## src/rtl/ring_bus_pkg.sv

```systemverilog
// Shared ring-bus definitions: bus widths, write-arbiter state encoding and
// the round-robin pointer advance helper used by both arbitration sides.
package ring_bus_pkg;

  localparam int RB_ADDR_W = 8;
  localparam int RB_DATA_W = 32;
  localparam int RB_IDX_W  = 3;

  typedef enum logic [2:0] {
    ST_IDLE      = 3'd0,
    ST_ARB       = 3'd1,
    ST_ISSUE     = 3'd2,
    ST_WAIT_ACC  = 3'd3,
    ST_WAIT_DONE = 3'd4,
    ST_GAP       = 3'd5
  } wr_state_e;

  // Next round-robin start position after granting idx, wrapping at n
  function automatic logic [RB_IDX_W-1:0] rr_next(input logic [RB_IDX_W-1:0] idx,
                                                  input int n);
    if (int'(idx) >= n - 1) begin
      return '0;
    end
    return idx + 3'd1;
  endfunction

endpackage

```

## src/rtl/ring_bus_wr_arbiter_rr_arbiter.sv

```systemverilog
// Round-robin request picker. Purely combinational; the caller owns the
// pointer register so the same block can serve the read-side dispatcher.
module rr_arbiter
  import ring_bus_pkg::*;
#(
  parameter int NREQ = 4
) (
  input  logic [NREQ-1:0]     req,
  input  logic [RB_IDX_W-1:0] ptr,
  output logic [NREQ-1:0]     grant,
  output logic [RB_IDX_W-1:0] idx,
  output logic                valid
);

  // Scan upward from ptr, wrapping, and take the first asserted request
  always_comb begin
    int k;
    grant = '0;
    idx   = '0;
    valid = 1'b0;
    k     = 0;
    for (int i = 0; i < NREQ; i++) begin
      k = int'(ptr) + i;
      if (k >= NREQ) begin
        k = k - NREQ;
      end
      if (!valid && req[k]) begin
        valid    = 1'b1;
        idx      = RB_IDX_W'(k);
        grant[k] = 1'b1;
      end
    end
  end

endmodule

```

## src/rtl/ring_bus_wr_arbiter.sv

```systemverilog
// Shares the ring-bus node write port between NREQ local requesters.
// Grants round-robin, runs the start/accept/idle/gap handshake with the node
// and reports either a one-hot ack or a timeout with the aborted index.
module ring_bus_wr_arbiter
  import ring_bus_pkg::*;
#(
  parameter int NREQ    = 4,
  parameter int TIMEOUT = 4096,
  parameter int GAP     = 8
) (
  input  logic                      i_sysclk,
  input  logic                      i_srst,
  input  logic [NREQ-1:0]           i_req,
  input  logic [NREQ*RB_ADDR_W-1:0] i_req_addr,
  input  logic [NREQ*RB_DATA_W-1:0] i_req_data,
  output logic [NREQ-1:0]           o_ack,
  output logic                      o_timeout,
  output logic [2:0]                o_timeout_id,
  output logic                      o_busy,
  output logic [RB_ADDR_W-1:0]      o_rb_wr_addr,
  output logic [RB_DATA_W-1:0]      o_rb_wr_data,
  output logic                      o_rb_start_wr,
  input  logic                      i_rb_write_ready,
  input  logic                      i_rb_done_wr
);

  localparam int TCNT_W = $clog2(TIMEOUT);
  localparam int GCNT_W = $clog2(GAP) + 1;
  localparam logic [TCNT_W-1:0] TCNT_LAST = TCNT_W'(TIMEOUT - 1);
  localparam logic [GCNT_W-1:0] GCNT_LAST = GCNT_W'(GAP - 1);

  wr_state_e           state;
  logic [RB_IDX_W-1:0] ptr;
  logic [RB_IDX_W-1:0] gid;
  logic [NREQ-1:0]     gnt_q;
  logic [TCNT_W-1:0]   tcnt;
  logic [GCNT_W-1:0]   gcnt;

  logic [NREQ-1:0]     arb_grant;
  logic [RB_IDX_W-1:0] arb_idx;
  logic                arb_valid;

  rr_arbiter #(
    .NREQ (NREQ)
  ) u_rr (
    .req   (i_req),
    .ptr   (ptr),
    .grant (arb_grant),
    .idx   (arb_idx),
    .valid (arb_valid)
  );

  // Write sequencer: grant, raise start, wait for accept or timeout, wait for
  // the node to go idle, then hold off for the guard gap before re-arbitrating
  always_ff @(posedge i_sysclk or posedge i_srst) begin
    if (i_srst) begin
      state         <= ST_IDLE;
      ptr           <= '0;
      gid           <= '0;
      gnt_q         <= '0;
      tcnt          <= '0;
      gcnt          <= '0;
      o_ack         <= '0;
      o_timeout     <= 1'b0;
      o_timeout_id  <= '0;
      o_busy        <= 1'b0;
      o_rb_wr_addr  <= '0;
      o_rb_wr_data  <= '0;
      o_rb_start_wr <= 1'b0;
    end else begin
      o_ack     <= '0;
      o_timeout <= 1'b0;
      case (state)
        ST_IDLE: begin
          if (|i_req) begin
            state  <= ST_ARB;
            o_busy <= 1'b1;
          end
        end
        ST_ARB: begin
          if (arb_valid) begin
            o_rb_wr_addr <= i_req_addr[int'(arb_idx)*RB_ADDR_W +: RB_ADDR_W];
            o_rb_wr_data <= i_req_data[int'(arb_idx)*RB_DATA_W +: RB_DATA_W];
            gid          <= arb_idx;
            gnt_q        <= arb_grant;
            ptr          <= rr_next(arb_idx, NREQ);
            state        <= ST_ISSUE;
          end else begin
            state  <= ST_IDLE;
            o_busy <= 1'b0;
          end
        end
        ST_ISSUE: begin
          o_rb_start_wr <= 1'b1;
          tcnt          <= '0;
          state         <= ST_WAIT_ACC;
        end
        ST_WAIT_ACC: begin
          if (i_rb_write_ready) begin
            o_rb_start_wr <= 1'b0;
            o_ack         <= gnt_q;
            state         <= ST_WAIT_DONE;
          end else if (tcnt == TCNT_LAST) begin
            o_rb_start_wr <= 1'b0;
            o_timeout     <= 1'b1;
            o_timeout_id  <= gid;
            state         <= ST_WAIT_DONE;
          end else begin
            tcnt <= tcnt + 1'b1;
          end
        end
        ST_WAIT_DONE: begin
          if (i_rb_done_wr) begin
            gcnt  <= '0;
            state <= ST_GAP;
          end
        end
        ST_GAP: begin
          if (gcnt == GCNT_LAST) begin
            state  <= ST_IDLE;
            o_busy <= 1'b0;
          end else begin
            gcnt <= gcnt + 1'b1;
          end
        end
        default: begin
          state         <= ST_IDLE;
          o_busy        <= 1'b0;
          o_rb_start_wr <= 1'b0;
        end
      endcase
    end
  end

endmodule

```

## config.mk

```make
export PLATFORM = sky130hd
export DESIGN_NAME = ring_bus_wr_arbiter
export DESIGN_NICKNAME = d
export VERILOG_FILES = /design/src/rtl/ring_bus_pkg.sv /design/src/rtl/ring_bus_wr_arbiter_rr_arbiter.sv /design/src/rtl/ring_bus_wr_arbiter.sv
export SDC_FILE = /design/constraint.sdc
export NUM_CORES = 1
export LEC_CHECK = 0
export BUFFER_PORTS_ARGS = -buffer_cell sky130_fd_sc_hd__buf_2
export CAP_MARGIN = 10
export CELL_PAD_IN_SITES_DETAIL_PLACEMENT = 2
export CELL_PAD_IN_SITES_GLOBAL_PLACEMENT = 2
export CORE_MARGIN = 10
export CORE_UTILIZATION = 34
export DETAILED_ROUTE_END_ITERATION = 8
export PLACE_DENSITY = 0.9
export SLEW_MARGIN = 15
export SYNTH_ARGS = -nofsm -noshare
export SYNTH_HDL_FRONTEND = slang
export SYNTH_SLANG_ARGS = --single-unit
```

## constraint.sdc

```tcl
create_clock -name i_sysclk -period 7.4 [get_ports i_sysclk]
set_clock_uncertainty 0.2 [all_clocks]
set_input_delay 0.37 -clock i_sysclk [delete_from_list [all_inputs] [get_ports i_sysclk]]
set_output_delay 0.37 -clock i_sysclk [all_outputs]
set_load 0.02 [all_outputs]
```

== After elaboration in Yosys (flattened, before gate mapping) ==
Cells that the tools add are included.

* Output and inout port bits: 50
* Bits of input ports: 168
* Register bits: 79
* Word-level logic and storage cells: 148

* Bitwise logic cells: 6
* Magnitude comparators: 13
* Shift-type cells: 2
* $add $sub $neg: 10
* Equal/unequal tests: 15
* Reduce and logical (&&, ||, !) cells: 23
* Muxes and demuxes: 66

{| class="wikitable"
|+ Operator list
! operator !! count
|-
| >= comparator 32 x 1 -> 1 bit (second input constant) || 4
|-
| less-than comparator 32 x 4 -> 1 bit (second input constant) || 4
|-
| two-way mux 32 bit || 4
|-
| indexed part select 128 x 9 -> 32 bit || 1
|-
| >= comparator 32 x 4 -> 1 bit (second input constant) || 3
|-
| subtractor 32 x 4 -> 32 bit (second input constant) || 3
|-
| two-way mux 3 bit || 11
|-
| two-way mux 4 bit || 8
|-
| indexed part select 32 x 7 -> 8 bit || 1
|-
| two-way mux 1 bit || 27
|-
| two-way mux 12 bit || 2
|-
| one-hot mux 12 bit (2 select lines) || 1
|-
| one-hot mux 3 bit (6 select lines) || 1
|-
| inequality test 2 bit (second input constant) || 7
|-
| adder 12 x 1 -> 12 bit (second input constant) || 1
|-
| equality test 12 bit (second input constant) || 1
|-
| bitwise OR 4 bit || 3
|-
| AND reduction 3 bit || 3
|-
| adder 3 x 2 -> 4 bit (second input constant) || 2
|-
| binary-select mux 1 bit (select 2 bit) || 4
|-
| demux 1 bit (select 2 bit) || 4
|-
| one-hot mux 4 bit (2 select lines) || 1
|-
| AND reduction 4 bit || 2
|-
| OR reduction 4 bit || 2
|-
| other kinds (21) || 35
|}

== Logic depth before layout (Yosys ltp) ==
* Depth after elaboration: 20
* Depth in mapped cells: 18
* Mapped depth without buffers: 10

== By module ==
A second synthesis with hierarchy kept.

* Cell total of the unflattened synthesis: 408
* Area total of the unflattened synthesis: 4997.3 um^2

{| class="wikitable"
|+ Modules (own cells, without submodules)
! module !! cells each !! area each (um^2) !! sequential area each (um^2) !! instances
|-
| ring_bus_wr_arbiter || 334 || 4369.2 || 1976.9 || 1
|-
| rr_arbiter || 74 || 628.1 || 0.0 || 1
|}

== Worst setup path after synthesis ==
No wires, ideal clock.

* Kind: register to register
* Start point: reg ptr[0]
* End point: reg ptr[2]
* Setup time: 0.121 ns
* Period minus slack after synthesis: 4.036 ns
* Buffers on the path: 8
* Arrival time: 3.715 ns
* Stages on the path, launching flop included: 19
* Slack: 3.364 ns
* Cell sequence: dfrtp_1 -> buf_6 -> buf_2 -> inv_1 -> clkbuf_1 -> clkbuf_1 -> ha_1 -> buf_6 -> mux4_2 -> buf_6 -> nor2_1 -> o21ai_1 -> o211ai_1 -> buf_4 -> clkbuf_1 -> ha_1 -> ha_1 -> a211oi_1 -> a22o_1

* Word-level cells in the longest chain between the ends: 20
* Elaborated cells on any way between the ends: 48
* Those cells by class: add/sub (8); order compare (5); mux (28); reduce/logical (7)

{| class="wikitable"
|+ Ends and longest elaborated chain
! item !! RTL line !! text
|-
| start: declaration || ring_bus_wr_arbiter.sv:33 || <nowiki>logic [RB_IDX_W-1:0] ptr;</nowiki>
|-
| start signal: assignment || ring_bus_wr_arbiter.sv:86 || <nowiki>ptr <= rr_next(arb_idx, NREQ);</nowiki>
|-
| branches (longest 14 deep; another with subtractor 32 x 4 -> 32 bit) || n/a ||
|-
| two-way mux 3 bit * || ring_bus_wr_arbiter_rr_arbiter.sv:27 || <nowiki>if (!valid && req[k]) begin</nowiki>
|-
| named net arb_idx[1] || ring_bus_wr_arbiter.sv:40 || <nowiki>logic [RB_IDX_W-1:0] arb_idx;</nowiki>
|-
| >= comparator 3 x 2 -> 1 bit || ring_bus_pkg.sv:21 || <nowiki>if (int'(idx) >= n - 1) begin</nowiki>
|-
| two-way mux 1 bit || ring_bus_pkg.sv:21 ||
|-
| two-way mux 1 bit || ring_bus_wr_arbiter.sv:81 || <nowiki>if (arb_valid) begin</nowiki>
|-
| two-way mux 1 bit || ring_bus_wr_arbiter.sv:73 || <nowiki>case (state)</nowiki>
|-
| two-way mux 3 bit * || ring_bus_pkg.sv:24 || <nowiki>return idx + 3'd1;</nowiki>
|}

Mark *: on every way through the listed nets, which the timed path passes. The select of a mux whose other input is x is not followed.
A chain may end at the register's enable or synchronous reset.

== Final worst setup path ==
* Start point: reg ptr[0]
* End point: reg ptr[1]

* Word-level cells in the longest chain between the ends: 20
* Elaborated cells on any way between the ends: 48
* Those cells by class: add/sub (8); order compare (5); mux (28); reduce/logical (7)

{| class="wikitable"
|+ Ends and longest elaborated chain
! item
|-
| branches (longest 20 deep; another with subtractor 32 x 4 -> 32 bit)
|}

Several ways; the timed one is not identified. The select of a mux whose other input is x is not followed.

==> metrics.md <==
| Metric | Value |
|---|---|
| Die Y-Extent | 158 µm |
| Antenna violation net count after detailed routing | 0 |
| Tcrit/Tclk final | 63.2% |
| Core Box Area | 0.0187 mm² |
| Arrival time worst endpoint | 4.71 ns |
| Number of synthesized flops with an enable pin | 0 |
| Count of yosys warnings during synthesis | 0 |
| Fraction of final layout cells with drive strength greater than 1 | 50.1% |
| Top post-synthesis cells by count | dfrtp_1, a21oi_2, a22oi_1 |
| Mean instance size in the synthesized netlist | 10.3 µm² |
| Synthesis-to-layout area growth | 21.7% |
| Worst Setup Start Kind | register |
| CTS tree | yes |
| Most used flip-flop cell after synthesis | dfrtp_1 |
| Number of hold buffers added after CTS | 0 |
| Actual transition at the worst max-transition pin | 1.19 ns |
| Starting utilization of the core area | 34.5% |
| Post-synthesis cell count | 623 |
| Post-Place Worst Slack | 2.73 ns |
| Crit path max-delay cell type | dfrtp_1 |
| Die width | 158 µm |
| Worst reg2reg setup slack | 2.72 ns |
| Root buffer selected by CTS | clkbuf_16 |
| Number of core rows | 50 |
| Synth area leaders | dfrtp_1, a221oi_2, a21oi_2 |
| Flop and latch count out of synthesis | 79 |
| Longest Clk Path Bufs | 2 |
| Rel. slew slack | 20.9% |
| Unrepaired setup endpoints after global routing | false |
| Global route total overflow | 0 |
| Number of global-route vias before repair | 6837 |
| Part of the Yosys area used for sequential elements | 30.7% |
| Number of antenna violations at the first check in global routing | 1 |
| Share of power burned in the clock network | 12.4% |
| Share of total power consumed by net switching | 51.8% |
| Top-level I/O count | 218 |
| CP Cell Sequence | clkinv_2 > ha_1 > mux4_2 > nor4_2 > or4b_4 > buf_4 > nand2b_1 > a211oi_1 > a22o_1 |
| Number of fill cells | 2012 |
| Kind of critical path | register to register |
| Number of gates resized after cts | 0 |
| Power per cell area | 453 mW/mm² |
| Post-synth top area share | 30.7% |
| Violations in the final reports | hold timing |
| Global-route wire length before repair | 38200 µm |
| Via density per instance | 5.80 |
| Global routing usage summed across all routing layers | 19.4% |
| Most frequently used cell type in the post-synthesis netlist | dfrtp_1 |
| P_int | 1.71 mW |
| Achievable frequency | 0.214 GHz |
| Depth of the CTS H-tree | 3 |
| Shortest clock period the worst path allows after layout | 4.68 ns |
| Worst path setup slack after routing | 2.72 ns |
| Final routed wire length divided by cell count | 23.5 µm |
| Area of the die | 0.0249 mm² |
| Yosys top cell by area | dfrtp_1 |
| CP top delay family | simple AND/OR/NAND/NOR gates |
| Required time of the worst setup path | 7.43 ns |
| Worst hold-check slack | -0.0412 ns |
| Tightest Hold Check Type | primary input to asynchronous set/reset pin |
| CTS sink cnt | 79 |
| Gate power share | 68.1% |
| Maximum capacitance violations | 0 |
| Kind of capture point of the worst setup path | register |
| Number of post-CTS setup repair buffers | 0 |
| Number of pins exceeding their max-slew limit in the final report | 0 |
| Clock latency at the later pin of the worst-skew pair | 0.35 ns |
| Max rail drop VDD | 275 µV |
| Total net switching power | 1.84 mW |
| Buffers added on ports | 217 |
| Hold Fails Final Rpt | 42 |
| Num CTS Buffers | 9 |
| Critical path buffers and inverters | 2 |
| Proportion of power drawn by flip-flops and latches | 19.5% |
| # nets final | 977 |
| Nets in the synthesized netlist | 803 |
| Leakage power summed over all cells | 3.74 nW |
| Post-route DRC violation count | 0 |
| Number of library cell types mapped by synthesis | 55 |
| CP peak stage delay | 0.84 ns |
| Final setup fails | 0 |
| Largest fanout on the critical path | 57 |
| Total vias in the final route | 6021 |
| Maximum number of pins on one net before global-route repair | 86 |
| Area of the mapped netlist | 0.00644 mm² |
| Number of DRC markers after the initial detailed-route iteration | 336 |
| Detailed-routing iteration count for the pre-antenna-repair pass | 4 |
| Wire length reported by the detailed router | 24400 µm |
| Setup total negative slack | 0 ns |
| Share of async-settable or async-resettable flops after synthesis | 100% |
| GPL Wtd Cong | 0.824 |
| Reg clk slew, reported paths | 0.07 ns |
| Run status | finished, violations left |
| HPWL reported at the end of detailed placement | 17900 µm |
## cell families (layout without fill, tap and decap cells)
family                     count (synthesis)  after routing  synth area share, %
AOI/OAI and AO/OA                        251            251                 34.5
and+or+nand+nor                          105            105                 8.58
muxes                                     93             93                 16.2
DFF                                       79             79                 30.7
buffers and inverters                     73            252                 6.41
adders and majority gates                 12             12                 2.33
xor gates and xnor gates                  10             10                 1.36
other                                      0              2                    0
## flip-flops by register name, summed over array words and instances (netlist names), 3 cells and up
name          count
o_rb_wr_data     32
tcnt             12
o_rb_wr_addr      8
gcnt              4
gnt_q             4
o_ack             4
gid               3
o_timeout_id      3
ptr               3
state             3
## power groups by stage
stage	sequential (mW)	clock, mW	combinational (mW)
floorplan	0.728	0	1.89
detailed placement	0.698	0	2.43
CTS	0.693	0.448	2.44
global route	0.716	0.466	2.64
finish	0.694	0.441	2.42
global placement	0.685	0	2.33
## placed cells by master, fill, tap and decap left out, types with 25 or more instances in the layout
cell      Yosys  final
dfrtp_1      79     79
a21oi_2      59     58
nand2_1      35     35
nor2_1       26     25
a22oi_1      44     44
buf_2        23    217
a21oi_1      29     29
a211o_1      41     41
mux2_2       42     42
mux2i_1      43     43
a221oi_2     40     40
## metal layers
| metal | vias up | wire (µm) | global-route usage, % | share of wire (%) |
|---|---|---|---|---|
| li1 | 2769 | - | - | - |
| met1 | 3059 | 9610 | 21.5 | 39 |
| met2 | 156 | 12800 | 34.7 | 52 |
| met3 | 35 | 1480 | 5.92 | 6.1 |
| met4 | 2 | 494 | 6.14 | 2.0 |
| met5 | - | 13 | 0 | 0.053 |
## final cells by class
class | count | area, µm² | share of cell area, %
repair buffers | 228 | 1180 | 15.1
clock buffers | 9 | 225 | 2.87
well taps | 234 | 293 | 3.73
flip-flops and latches | 79 | 1980 | 25.2
inverters | 8 | 32.5 | 0.415
multi-input cells | 471 | 4080 | 52.0
clock inverters | 7 | 52.6 | 0.670
diodes | 2 | 5.00 | 0.0638
## per-stage QoR
step	util, %	instances	power, mW	area [µm²]
after floorplan	-	623	2.61	6440
after global placement	40.3	1019	3.02	7540
after detailed placement	40.3	1019	3.13	7540
after CTS	41.8	1035	3.58	7820
after global routing	41.9	1036	3.82	7840
final	41.9	1038	3.56	7850
## worst paths after layout
kind                                        startpoint                           to  depth (start not counted)
setup / recovery                    ptr[0]$_DFFE_PP0P_           ptr[1]$_DFFE_PP0P_                          9
hold / removal                                  i_srst  o_rb_wr_data[6]$_DFFE_PP0P_                          3
setup reg to reg                    ptr[0]$_DFFE_PP0P_           ptr[1]$_DFFE_PP0P_                          9
hold reg to reg            o_timeout_id[1]$_DFFE_PP0P_  o_timeout_id[1]$_DFFE_PP0P_                          2
max in group asynchronous                       i_srst           o_ack[2]$_DFF_PP0_                          4
min in group i_sysclk                 i_rb_write_ready           o_ack[1]$_DFF_PP0_                          2
## tightest hold or removal path, cell delays in order
cell,delay [ns]
buf_2,0.10
clkinv_2,0.03
buf_4,0.47
Note: power is estimated with default switching activity, not from simulation.
